File: config.mk
export PLATFORM = sky130hd
export DESIGN_NAME = serial_adder_ctrl
export DESIGN_NICKNAME = d
export VERILOG_FILES = /design/src/rtl/serial_adder_ctrl.sv
export SDC_FILE = /design/constraint.sdc
export NUM_CORES = 1
export LEC_CHECK = 0
export BUFFER_PORTS_ARGS = -buffer_cell sky130_fd_sc_hd__buf_2
export CAP_MARGIN = 15
export CORE_ASPECT_RATIO = 1.25
export CORE_MARGIN = 2
export CORE_UTILIZATION = 52
export CTS_CLUSTER_SIZE = 30
export DETAILED_ROUTE_END_ITERATION = 10
export GPL_ROUTABILITY_DRIVEN = 1
export PLACE_DENSITY = 0.77
export SLEW_MARGIN = 40
export SYNTH_ARGS = -nofsm -noshare
export SYNTH_HDL_FRONTEND = slang
export SYNTH_SLANG_ARGS = --single-unit
export TNS_END_PERCENT = 10
File: constraint.sdc
create_clock -name clk -period 1.65 [get_ports clk]
set_input_delay 0 -clock clk [delete_from_list [all_inputs] [get_ports clk]]
set_output_delay 0 -clock clk [all_outputs]
set_load 0.005 [all_outputs]
File: src/rtl/serial_adder_ctrl.sv
// Bit-serial adder sequencer: drives one external full-adder cell LSB-first for WIDTH cycles,
// shifts the sum bits into a result register and returns the final carry.
module serial_adder_ctrl #(
  parameter int unsigned WIDTH = 8
) (
  input  logic             clk,
  input  logic             rst,
  input  logic             start,
  input  logic [WIDTH-1:0] a_in,
  input  logic [WIDTH-1:0] b_in,
  input  logic             cin,
  output logic             busy,
  output logic             done,
  output logic [WIDTH-1:0] sum,
  output logic             cout,
  output logic             fa_a,
  output logic             fa_b,
  output logic             fa_ci,
  input  logic             fa_s,
  input  logic             fa_co
);

  localparam int unsigned CntW = $clog2(WIDTH);
  localparam logic [CntW-1:0] CntLast = CntW'(WIDTH - 1);

  typedef enum logic [1:0] {StIdle, StRun, StDone} state_e;

  state_e            state_q, state_d;
  logic [WIDTH-1:0]  a_sh_q, a_sh_d;
  logic [WIDTH-1:0]  b_sh_q, b_sh_d;
  logic [WIDTH-1:0]  s_sh_q, s_sh_d;
  logic              c_q, c_d;
  logic [CntW-1:0]   cnt_q, cnt_d;
  logic [WIDTH-1:0]  sum_q, sum_d;
  logic              cout_q, cout_d;
  logic              busy_q, done_q;

  always_comb begin
    state_d = state_q;
    a_sh_d  = a_sh_q;
    b_sh_d  = b_sh_q;
    s_sh_d  = s_sh_q;
    c_d     = c_q;
    cnt_d   = cnt_q;
    sum_d   = sum_q;
    cout_d  = cout_q;
    unique case (state_q)
      StIdle: begin
        if (start) begin
          a_sh_d  = a_in;
          b_sh_d  = b_in;
          c_d     = cin;
          cnt_d   = '0;
          state_d = StRun;
        end
      end
      StRun: begin
        a_sh_d = a_sh_q >> 1;
        b_sh_d = b_sh_q >> 1;
        s_sh_d = {fa_s, s_sh_q[WIDTH-1:1]};
        c_d    = fa_co;
        if (cnt_q == CntLast) begin
          // Result only becomes visible on the last bit, never mid-operation.
          sum_d   = {fa_s, s_sh_q[WIDTH-1:1]};
          cout_d  = fa_co;
          state_d = StDone;
        end else begin
          cnt_d = cnt_q + 1'b1;
        end
      end
      StDone: state_d = StIdle;
      default: state_d = StIdle;
    endcase
  end

  always_ff @(posedge clk) begin
    if (rst) begin
      state_q <= StIdle;
      a_sh_q  <= '0;
      b_sh_q  <= '0;
      s_sh_q  <= '0;
      c_q     <= 1'b0;
      cnt_q   <= '0;
      sum_q   <= '0;
      cout_q  <= 1'b0;
      busy_q  <= 1'b0;
      done_q  <= 1'b0;
    end else begin
      state_q <= state_d;
      a_sh_q  <= a_sh_d;
      b_sh_q  <= b_sh_d;
      s_sh_q  <= s_sh_d;
      c_q     <= c_d;
      cnt_q   <= cnt_d;
      sum_q   <= sum_d;
      cout_q  <= cout_d;
      busy_q  <= (state_d == StRun);
      done_q  <= (state_d == StDone);
    end
  end

  // Cell inputs come straight from registers so the FA path stays single-cycle.
  assign fa_a  = (state_q == StRun) & a_sh_q[0];
  assign fa_b  = (state_q == StRun) & b_sh_q[0];
  assign fa_ci = (state_q == StRun) & c_q;

  assign busy = busy_q;
  assign done = done_q;
  assign sum  = sum_q;
  assign cout = cout_q;

endmodule

After elaboration in Yosys (flattened, before gate mapping):

Index checks and enable logic that the tools add are counted.

* input port bits: 22
* flip-flop bits (word level): 41
* word-level logic and storage cells: 37
* output and inout port bits: 14

* $add $sub $neg: 1
* multiplexer cells: 12
* reductions and logical operators: 5
* equality and inequality tests: 6
* bitwise gates (word level): 3

Operator list (count)
* $pmux W8 S2: 2
* $mux W8: 2
* $mux W3: 2
* $pmux W3 S2: 1
* $eq A2 B1 Y1 const B: 2
* $mux W2: 2
* $ne A2 B2 Y1 const B: 2
* $pmux W2 S2: 1
* $reduce_and A2 Y1: 2
* $add A3 B1 Y3 const B: 1
* $and A1 B1 Y1: 3
* $eq A3 B3 Y1 const B: 1
* $reduce_and A3 Y1: 1
* $eq A2 B2 Y1 const B: 1
* $logic_not A2 Y1: 1
* $pmux W1 S2: 1
* $reduce_bool A2 Y1: 1
* $mux W1: 1

Logic depth before layout (Yosys ltp):

Gate-level depths: netlist of run 1.

* depth after elaboration: 4
* gate-level depth with buffers: 7
* gate-level depth less buffers: 5

Worst setup path before layout of run 1:

OpenSTA, ideal clock, no wires.

* path type: register -> register
* start: reg cnt_q[0]
* end: reg cout_q, in the netlist cout
* cell stages (with the launch flop): 8
* arrival: 1.251 ns
* buffers on the path: 2
* data required time: 1.579 ns
* period minus slack after synthesis: 1.322 ns
* slack: 0.328 ns
* library setup time: 0.071 ns
* cells stage by stage: dfxtp_1 -> ha_1 -> ha_1 -> buf_2 -> nand3b_1 -> buf_2 -> nand2_1 -> a21oi_1

* longest elaborated chain between the ends: 2

RTL lines
* start, declared: RTL line 33 `logic [CntW-1:0] cnt_q, cnt_d;`
* start signal, assigned: RTL line 94 `cnt_q <= cnt_d;`
* $eq A3 B3 Y1: RTL line 62 `if (cnt_q == CntLast) begin`
* $reduce_and A2 Y1 (no source line)
* end signal, assigned: RTL line 96 `cout_q <= cout_d;`
* end, declared: RTL line 35 `logic cout_q, cout_d;`

Every way passes these cells.
A chain may end at the register's enable or synchronous reset.

Worst setup path after layout of run 1:

* start: reg cnt_q[0]
* end: reg cnt_q[0]

* longest elaborated chain between the ends: 3
* elaborated cells on any way between the ends: 6
* those cells by class: add/sub: 1; eq/ne: 2; mux: 2; reduce/logical: 1

RTL lines (RTL line)
* $add A3 B1 Y3 / $eq A3 B3 Y1 (equally long branches): 68, 62
* $mux W3 / $ne A2 B2 Y1 (equally long branches)
* $pmux W3 S2 / $reduce_and A3 Y1 (equally long branches)

Parallel ways exist; a longest one is shown, timed or not. The select of a mux whose other input is x is not followed.

==> results of run 1 <==
-- layout make-up --
cell class                      count  area (um2)
Sequential cell                    40         802
Clock buffer                        8        58.8
Timing Repair Buffer               57         380
Multi-Input combinational cell    125         738
Tap cell                           36        45.0
Fill cell                         256         948
-- cells by family (layout without fill, tap and decap cells) --
| logic type | Yosys count | after routing |
|---|---|---|
| adder cells (fa/ha/maj) | 2 | 2 |
| multiplexers | 15 | 15 |
| AND/OR/NAND/NOR | 67 | 67 |
| AO/OA/AOI/OAI | 41 | 41 |
| flip-flops | 40 | 40 |
| buffers and inverters | 15 | 65 |
-- layer usage --
metal / global-route usage / part of all wire
met5: 0 / 0
met4: 0.0656 / 0.0092
met3: 0.0605 / 0.039
met2: 0.383 / 0.54
met1: 0.224 / 0.41
-- power groups by stage --
stage | logic (mW) | registers [mW] | clock network (mW)
2_1_floorplan | 0.151 | 1.05 | 0
3_3_place_gp | 0.175 | 1.05 | 0
3_5_place_dp | 0.184 | 1.06 | 0
4_1_cts | 0.213 | 1.04 | 0.524
5_1_grt | 0.236 | 1.04 | 0.566
6_report | 0.212 | 1.04 | 0.505
-- worst paths after layout --
check | slack (ps) | endpoint | cells past startpoint | from
setup / recovery | 150 | cnt_q[0]$_SDFFE_PP0P_ | 6 | cnt_q[0]$_SDFFE_PP0P_
hold / removal | 20 | b_sh_q[2]$_SDFFE_PP0P_ | 3 | b_in[2]
setup reg to reg | 150 | cnt_q[0]$_SDFFE_PP0P_ | 6 | cnt_q[0]$_SDFFE_PP0P_
hold reg to reg | 460 | sum[0]$_SDFFE_PP0P_ | 2 | sum[0]$_SDFFE_PP0P_
-- sequential cells by signal, indices dropped and copies added (netlist names) --
register,cells
busy,1
state_q,2
cout,1
s_sh_q,7
b_sh_q,8
sum,8
a_sh_q,8
c_q,1
cnt_q,3
done,1
-- layout by cell type, fill, tap and decap left out --
master	netlist	final
dfxtp_1	40	39
buf_2	3	35
nand2_1	26	26
nor2_1	20	20
a21oi_1	17	17
a211oi_1	17	17
dlygate4sd3_1	0	16
mux2i_1	15	15
nand3_1	13	13
buf_4	2	6
clkbuf_4	0	5
and2_1	3	3
a31oi_1	3	3
a22oi_1	2	2
ha_1	2	2
clkbuf_1	5	2
nor2b_1	1	1
nand3b_1	1	1
o21ba_4	1	1
o21bai_1	1	1
nor3b_1	1	1
nand2b_1	1	1
nor4b_1	1	1
clkbuf_8	1	1
dfxtp_2	0	1
-- stage by stage --
stage          worst slack [ps]  area (um2)   util  power, mW  std cells
5_1_grt                    53.8        2020  0.681       1.85        266
2_1_floorplan               328        1650      -       1.20        180
3_3_place_gp                215        1800  0.604       1.23        241
6_report                    149        2020  0.681       1.75        266
4_1_cts                    59.9        2020  0.678       1.77        265
3_5_place_dp                107        1800  0.604       1.24        241
-- what timing repair did --
item                                    in CTS  in global routing
hold endpoints to repair                    17                  0
resized for setup                            0                  1
endpoints found under the setup margin       0                 12
hold buffers                                16                  0
buffers inserted                             0                  1
-- critical path: cells and delay by family, from the launching register on --
kind | cells | cell delay [ps]
simple gates | 1 | 230
flops | 1 | 350
compound gates | 2 | 190
fa+ha+maj | 2 | 470
buf+inv | 1 | 190
==> impl_metrics.env, run 1 <==
export IMPL_outcome="finished, final reports clean"
export IMPL_fmax_mhz=666
export IMPL_p_leak_nw=0.841
export IMPL_core_area_um2=2970
export IMPL_finalWirelength_um=3380
export IMPL_place_congestion=0.725
export IMPL_path_class="reg2reg"
export IMPL_p_per_area_nw_per_um2=866
export IMPL_io_buffers=35
export IMPL_die_width_um=54.3
export IMPL_grt_max_degree=41
export IMPL_drv_cap=0
export IMPL_drive_above_1_share=0.213
export IMPL_worstPathRequired_ps=1920
export IMPL_clock_latency_ps=340
export IMPL_via_per_inst=5.36
export IMPL_ys_seq_area_frac=0.486
export IMPL_cts_tree="built"
export IMPL_row_count=22
export IMPL_vias=1425
export IMPL_synth_top_area_cell="dfxtp_1"
export IMPL_dpl_hpwl_um=2250
export IMPL_start_kind="flop"
export IMPL_synth_area_um2=1650
export IMPL_synth_cells=180
export IMPL_cp_data_arrival_time_ps=1770
export IMPL_layout_nets=253
export IMPL_hold_path_class="in2reg"
export IMPL_dieArea_um2=3640
export IMPL_synth_compound_area_frac=0.164
export IMPL_cts_sinks=40
export IMPL_synth_common_cells="dfxtp_1 (40), nand2_1 (26), nor2_1 (20)"
export IMPL_remaining_drc_errors=0
export IMPL_muxShareOfSynthArea=0.0912
export IMPL_worstMarginPinSlew_ps=678
export IMPL_p_int_mw=1.33
export IMPL_synth_simple_area_share=0.178
export IMPL_drt_first_pass_iters=4
export IMPL_max_slew_margin_rel=0.548
export IMPL_grt_pass1_wl_um=5610
export IMPL_grt_antenna_before_repair=0
export IMPL_tns_ps=0
export IMPL_fin_hold_ws_ps=21.5
export IMPL_combinationalPowerShare=0.121
export IMPL_clockPowerShare=0.288
export IMPL_synth_seq_cells=40
export IMPL_finalMaxSlewViolations=0
export IMPL_yosys_warnings=0
export IMPL_cts_made_buffers=5
export IMPL_fin_crit_ps=1500
export IMPL_synth_most_common_cell="dfxtp_1"
export IMPL_io_pins=36
export IMPL_synth_top_family_by_area="simple AND/OR/NAND/NOR gates"
export IMPL_synth_edf_count=0
export IMPL_clock_root_buffer="clkbuf_4"
export IMPL_clk_pin_slew_worst_paths_ps=110
export IMPL_synthAdderAreaFrac=0.0152
export IMPL_fin_crit_sh=0.910
export IMPL_wl_per_cell_um=12.7
export IMPL_synth_area_leaders="dfxtp_1 (49%), mux2i_1 (9.1%), a211oi_1 (7.8%)"
export IMPL_drtIter0Drc=17
export IMPL_htree_levels=2
export IMPL_syn_nets=204
export IMPL_synthFlopType="dfxtp_1"
export IMPL_setup_viol_count_final=0
export IMPL_grt_pass1_vias=1333
export IMPL_hold_viol_final=0
export IMPL_start_util=0.554
export IMPL_critPathMaxFanout=7
export IMPL_die_y_um=66.9
export IMPL_p_seq_frac=0.591
export IMPL_switching_power_uw=426
export IMPL_yosys_cell_types_count=23
export IMPL_diodes=0
export IMPL_switching_share=0.243
export IMPL_async_flop_share=0
export IMPL_clockBufferDepth=2
export IMPL_synth_top_area_frac=0.486
export IMPL_slowest_stage="dfxtp_1"
export IMPL_skew_ps=3.97
export IMPL_synthXorXnorAreaFrac=0
export IMPL_irDropWorstVdd_mv=0.733
export IMPL_grt_usage=0.210
export IMPL_area_growth_syn_to_layout_pct=22.9
export IMPL_crit_chain="ha_1 > ha_1 > buf_4 > nor4b_1 > a31oi_1 > a21oi_1"
export IMPL_max_stage_delay_ps=350
export IMPL_ant_nets=0
export IMPL_end_kind="flop"
export IMPL_overflow=0
export IMPL_rsz0062_at_grt="false"
export IMPL_syn_area_per_cell_um2=9.15
export IMPL_worst_path_most_repeated_cell="ha_1"
No activity file was read; power rests on OpenSTA's default activity.
==> run 2, diff against run 1 <==
- PLACE_DENSITY: 0.77 -> unset
- PLACE_DENSITY_LB_ADDON: unset -> 0.05
==> run 2 against run 1 <==
  * Maximum frequency grew 0.40%
  * Critical path depth is 1 lower
  * Register-to-register slack hardly changed
  * Combinational power is essentially flat
  * Sequential cell count unchanged
  * Clock skew up 1.5 ps
  * Sequential share of layout area about the same
  * Core utilization up 0.084 points
  * Wire length increased by 1.3%
  * Worst setup slack gained 5.9 ps
  * Highest routed layer unchanged
  * Clock power is essentially flat
==> impl_metrics.env, run 2 (synthesis gave the netlist of run 1 again) <==
export IMPL_drtIter0Drc=20
export IMPL_vias=1421
export IMPL_die_y_um=66.9
export IMPL_max_slew_margin_rel=0.514
export IMPL_dpl_hpwl_um=2280
export IMPL_grt_pass1_vias=1385
export IMPL_finalMaxSlewViolations=0
export IMPL_grt_usage=0.222
export IMPL_place_congestion=0.663
export IMPL_drive_above_1_share=0.209
export IMPL_worstPathRequired_ps=1910
export IMPL_drt_first_pass_iters=4
export IMPL_diodes=0
export IMPL_area_growth_syn_to_layout_pct=23.1
export IMPL_path_class="reg2reg"
export IMPL_layout_common_cells="dfxtp_1 (39), buf_2 (35), nand2_1 (26)"
export IMPL_grt_max_degree=41
export IMPL_rr_worst_depth=5
export IMPL_post_cts_setup_buffers=0
export IMPL_overflow=0
export IMPL_hp_start="b_in[6]"
export IMPL_clock_root_buffer="clkbuf_4"
export IMPL_reg2reg_to="sum[1]$_SDFFE_PP0P_"
export IMPL_grt_pass1_wl_um=5870
export IMPL_setup_viol_count_final=0
export IMPL_grt_antenna_before_repair=0
export IMPL_remaining_drc_errors=0
export IMPL_htree_levels=2
export IMPL_row_count=22
export IMPL_hold_viol_final=0
export IMPL_fmax_mhz=669
export IMPL_p_per_area_nw_per_um2=865
export IMPL_clock_latency_ps=340
export IMPL_die_width_um=54.3
export IMPL_dieArea_um2=3640
export IMPL_clockBufferDepth=2
export IMPL_skew_ps=5.51
export IMPL_power_mw=1.75
export IMPL_clk_pin_slew_worst_paths_ps=100
export IMPL_wl_per_cell_um=12.9
export IMPL_io_buffers=35
export IMPL_tns_ps=0
export IMPL_worstMarginPinSlew_ps=729
export IMPL_min_to="b_sh_q[6]$_SDFFE_PP0P_"
export IMPL_fin_crit_sh=0.906
export IMPL_rsz0062_at_grt="false"
export IMPL_drv_cap=0
export IMPL_layout_nets=253
export IMPL_via_per_inst=5.34
export IMPL_core_area_um2=2970
export IMPL_io_pins=36
export IMPL_start_util=0.554
export IMPL_end_kind="flop"
export IMPL_critPathMaxFanout=11
export IMPL_timing_hold_worst_path_depth=3
export IMPL_irDropWorstVdd_mv=0.621
export IMPL_ant_nets=0
export IMPL_final_common_cell="dfxtp_1"
export IMPL_finalWirelength_um=3420
export IMPL_cp_data_arrival_time_ps=1760
export IMPL_reg2reg_slack_ps=160
export IMPL_hold_path_class="in2reg"
export IMPL_start_kind="flop"
export IMPL_outcome="finished, final reports clean"
export IMPL_worstReg2RegStart="cnt_q[0]$_SDFFE_PP0P_"
export IMPL_cts_made_buffers=5
export IMPL_cts_tree="built"
export IMPL_fin_crit_ps=1490
export IMPL_p_leak_nw=0.841
export IMPL_cts_sinks=40
run 2: changes by cell type in the layout (fill, tap and decap cells not counted), sizes merged:
cell	previous run	this run
buf	41	40
dlygate4sd3	16	17
run 2: layout make-up:
cell class / count / area [um2]
well taps: 36 / 45.0
repair buffers: 57 / 383
clock buffers: 8 / 58.8
fillers: 254 / 946
multi-input cells: 125 / 738
flip-flops and latches: 40 / 802
run 2: worst max path at each step:
stage	from	end	slack (ps)	cells after the start
after floorplan	cnt_q[0]$_SDFFE_PP0P_	cout$_SDFFE_PP0P_	330	7
after global placement	cnt_q[0]$_SDFFE_PP0P_	cout$_SDFFE_PP0P_	270	5
after detailed placement	cnt_q[0]$_SDFFE_PP0P_	sum[1]$_SDFFE_PP0P_	150	5
after CTS	state_q[0]$_SDFF_PP0_	fa_a	70	4
after global routing	cnt_q[0]$_SDFFE_PP0P_	sum[6]$_SDFFE_PP0P_	40	5
final	cnt_q[0]$_SDFFE_PP0P_	sum[1]$_SDFFE_PP0P_	160	5
run 2: worst max-delay path: stages, from the launching register on:
cell and delay, ps:
dfxtp_1 350, ha_1 210, ha_1 200, nand3b_1 360
nand2_1 110, a21oi_1 190
run 2: power by group:
part	leakage, nW	internal (mW)	switching [mW]	total (mW)
sequential	0.328	1.01	0.0271	1.04
combinational	0.481	0.110	0.104	0.214
clock	0.0326	0.210	0.293	0.503
total	0.841	1.33	0.425	1.75
run 2: per-stage QoR:
stage | worst slack, ps | area [um2] | cells | utilization | hold slack (ps)
final | 155 | 2030 | 266 | 0.682 | 13.9
after global routing | 38.2 | 2030 | 266 | 0.682 | 41.5
after floorplan | 328 | 1650 | 180 | - | 136
after CTS | 67.6 | 2030 | 266 | 0.681 | 6.29
after detailed placement | 154 | 1800 | 241 | 0.604 | 250
after global placement | 271 | 1800 | 241 | 0.604 | 247
run 2: layer usage:
layer  GRT usage  routed length [um]  vias to the layer above
met5           0                   0                        -
met4      0.0781                  42                        0
met3      0.0628                 123                        6
met2       0.402                1810                       30
met1       0.235                1440                      651
li1            -                   -                      734
run 2: timing repair:
| action | 4_1_cts | 5_1_grt |
|---|---|---|
| hold buffers | 17 | 0 |
| setup endpoints to repair | 0 | 3 |
| hold endpoints to repair | 18 | 0 |
| gates resized for setup | 0 | 1 |
==> run 3, diff against run 2 <==
==> constraint.sdc (replaced) <==
create_clock -name clk -period 1.65 [get_ports clk]
set_input_delay 0.33 -clock clk [delete_from_list [all_inputs] [get_ports clk]]
set_output_delay 0.33 -clock clk [all_outputs]
set_load 0.005 [all_outputs]
==> run 3 against run 2 <==
  * Non-clock buffer count decreased by 15
  * Critical endpoint is now fa_a
  * Largest power group unchanged
  * Total power decreased by 2.0%
  * Sequential share of layout area increased by 3.2 points
  * Clock skew increased by 0.70 ps
  * Global-route usage decreased by 2.3 points
  * Highest routed layer unchanged
==> impl_metrics.env, run 3 (synthesis gave the netlist of run 1 again) <==
export IMPL_outcome="finished, final reports clean"
export IMPL_hold_path_class="in2reg"
export IMPL_io_pins=36
export IMPL_layout_setup_ws_ps=89.2
export IMPL_switching_power_uw=416
export IMPL_wl_per_cell_um=12.4
export IMPL_grt_max_degree=41
export IMPL_die_width_um=54.3
export IMPL_drtIter0Drc=21
export IMPL_ant_nets=0
export IMPL_grt_pass1_vias=1202
export IMPL_max_slew_margin_rel=0.521
export IMPL_overflow=0
export IMPL_start_kind="flop"
export IMPL_cts_hold_buf=0
export IMPL_power_mw=1.72
export IMPL_critPathMaxFanout=8
export IMPL_cts_tree="built"
export IMPL_place_congestion=0.698
export IMPL_met2_usage=0.324
export IMPL_p_leak_nw=0.779
export IMPL_fmax_mhz=641
export IMPL_core_area_um2=2970
export IMPL_p_seq_frac=0.600
export IMPL_vias=1332
export IMPL_layout_common_cells="dfxtp_1 (40), buf_2 (35), nand2_1 (26)"
export IMPL_p_per_area_nw_per_um2=918
export IMPL_clockBufferDepth=2
export IMPL_grt_usage=0.199
export IMPL_dpl_hpwl_um=2190
export IMPL_hold_viol_final=0
export IMPL_final_util=0.630
export IMPL_grt_pass1_wl_um=5140
export IMPL_clockPowerShare=0.292
export IMPL_setup_viol_count_final=0
export IMPL_drv_cap=0
export IMPL_worstReg2RegStart="cnt_q[0]$_SDFFE_PP0P_"
export IMPL_finalMaxSlewViolations=0
export IMPL_p_int_mw=1.30
export IMPL_timing_hold_worst_path_depth=3
export IMPL_globalRouteMet1Util=0.227
export IMPL_finalWirelength_um=3120
export IMPL_cts_made_buffers=5
export IMPL_grt_antenna_before_repair=0
export IMPL_dieArea_um2=3640
export IMPL_combinationalPowerShare=0.108
export IMPL_drive_above_1_share=0.233
export IMPL_layout_nets=238
export IMPL_worstMarginPinSlew_ps=719
export IMPL_reg2reg_slack_ps=150
export IMPL_rr_worst_depth=6
export IMPL_cts_sinks=40
export IMPL_drt_first_pass_iters=4
export IMPL_cp_startpoint="state_q[1]$_SDFF_PP0_"
export IMPL_via_per_inst=5.31
export IMPL_fill_cells=271
export IMPL_multi_input_area_um2=741
export IMPL_rsz0062_at_grt="false"
export IMPL_fin_hold_ws_ps=221
export IMPL_hp_start="a_in[7]"
export IMPL_fin_crit_ps=1560
export IMPL_switching_share=0.242
export IMPL_clock_latency_ps=340
export IMPL_path_class="reg2out"
export IMPL_row_count=22
export IMPL_diodes=0
export IMPL_fin_crit_sh=0.946
export IMPL_clock_root_buffer="clkbuf_4"
export IMPL_skew_ps=6.21
export IMPL_worstPathRequired_ps=1320
export IMPL_tns_ps=0
export IMPL_start_util=0.554
export IMPL_seqCellArea_um2=801
export IMPL_area_growth_syn_to_layout_pct=13.8
export IMPL_irDropWorstVdd_mv=0.866
export IMPL_reg2reg_to="sum[7]$_SDFFE_PP0P_"
export IMPL_clk_pin_slew_worst_paths_ps=110
export IMPL_end_kind="primary output"
export IMPL_busiest_layer="met2"
export IMPL_min_to="a_sh_q[7]$_SDFFE_PP0P_"
export IMPL_cp_data_arrival_time_ps=1230
export IMPL_grtUsageMet3=0.0673
export IMPL_htree_levels=2
export IMPL_io_buffers=35
export IMPL_dp_slack_ps=-21.0
export IMPL_remaining_drc_errors=0
export IMPL_final_common_cell="dfxtp_1"
export IMPL_die_y_um=66.9
[run 3: cell types whose count changed in the layout (fill, tap and decap cells not counted), sizes merged]
cell / before / now
dlygate4sd3: 17 / 0
buf: 40 / 42
[run 3: cell type report]
cell class                      count  area share
Clock buffer                        8      0.0314
Multi-Input combinational cell    125       0.395
Sequential cell                    40       0.428
Tap cell                           36      0.0240
Timing Repair Buffer               42       0.122
[run 3: worst max-delay path, cell delays in order, from the launching register on]
cell and delay [ps]:
dfxtp_1 500, nor2b_2 110, and2_1 170, buf_2 120
[run 3: worst max-delay path by stage]
stage	to	slack, ps	cells past startpoint
6_report	fa_a	90	3
5_1_grt	fa_ci	20	3
2_1_floorplan	cout$_SDFFE_PP0P_	330	7
3_3_place_gp	cout$_SDFFE_PP0P_	130	5
3_5_place_dp	sum[7]$_SDFFE_PP0P_	-20	5
4_1_cts	fa_a	70	3
[run 3: repair_timing]
action	in CTS	in global routing
buffers inserted	2	0
resized for setup	1	0
endpoints found under the setup margin	12	0
[run 3: stage by stage]
step / cell area, um2 / cells
after global routing: 1870 / 251
final: 1870 / 251
after CTS: 1870 / 251
after floorplan: 1650 / 180
after detailed placement: 1800 / 241
after global placement: 1800 / 241
[run 3: layer usage]
layer	up-vias	wire length, um	part of all wire
met5	-	0	0
met4	0	59	0.019
met3	5	147	0.047
met2	28	1550	0.50
met1	603	1370	0.44
li1	696	-	-
[run 3: power by group through the flow]
stage / Clock (mW) / Sequential, mW / Combinational [mW]
6_report: 0.502 / 1.03 / 0.185
5_1_grt: 0.570 / 1.04 / 0.209
4_1_cts: 0.517 / 1.03 / 0.189
3_5_place_dp: 0 / 1.05 / 0.188
3_3_place_gp: 0 / 1.05 / 0.181
2_1_floorplan: 0 / 1.05 / 0.151
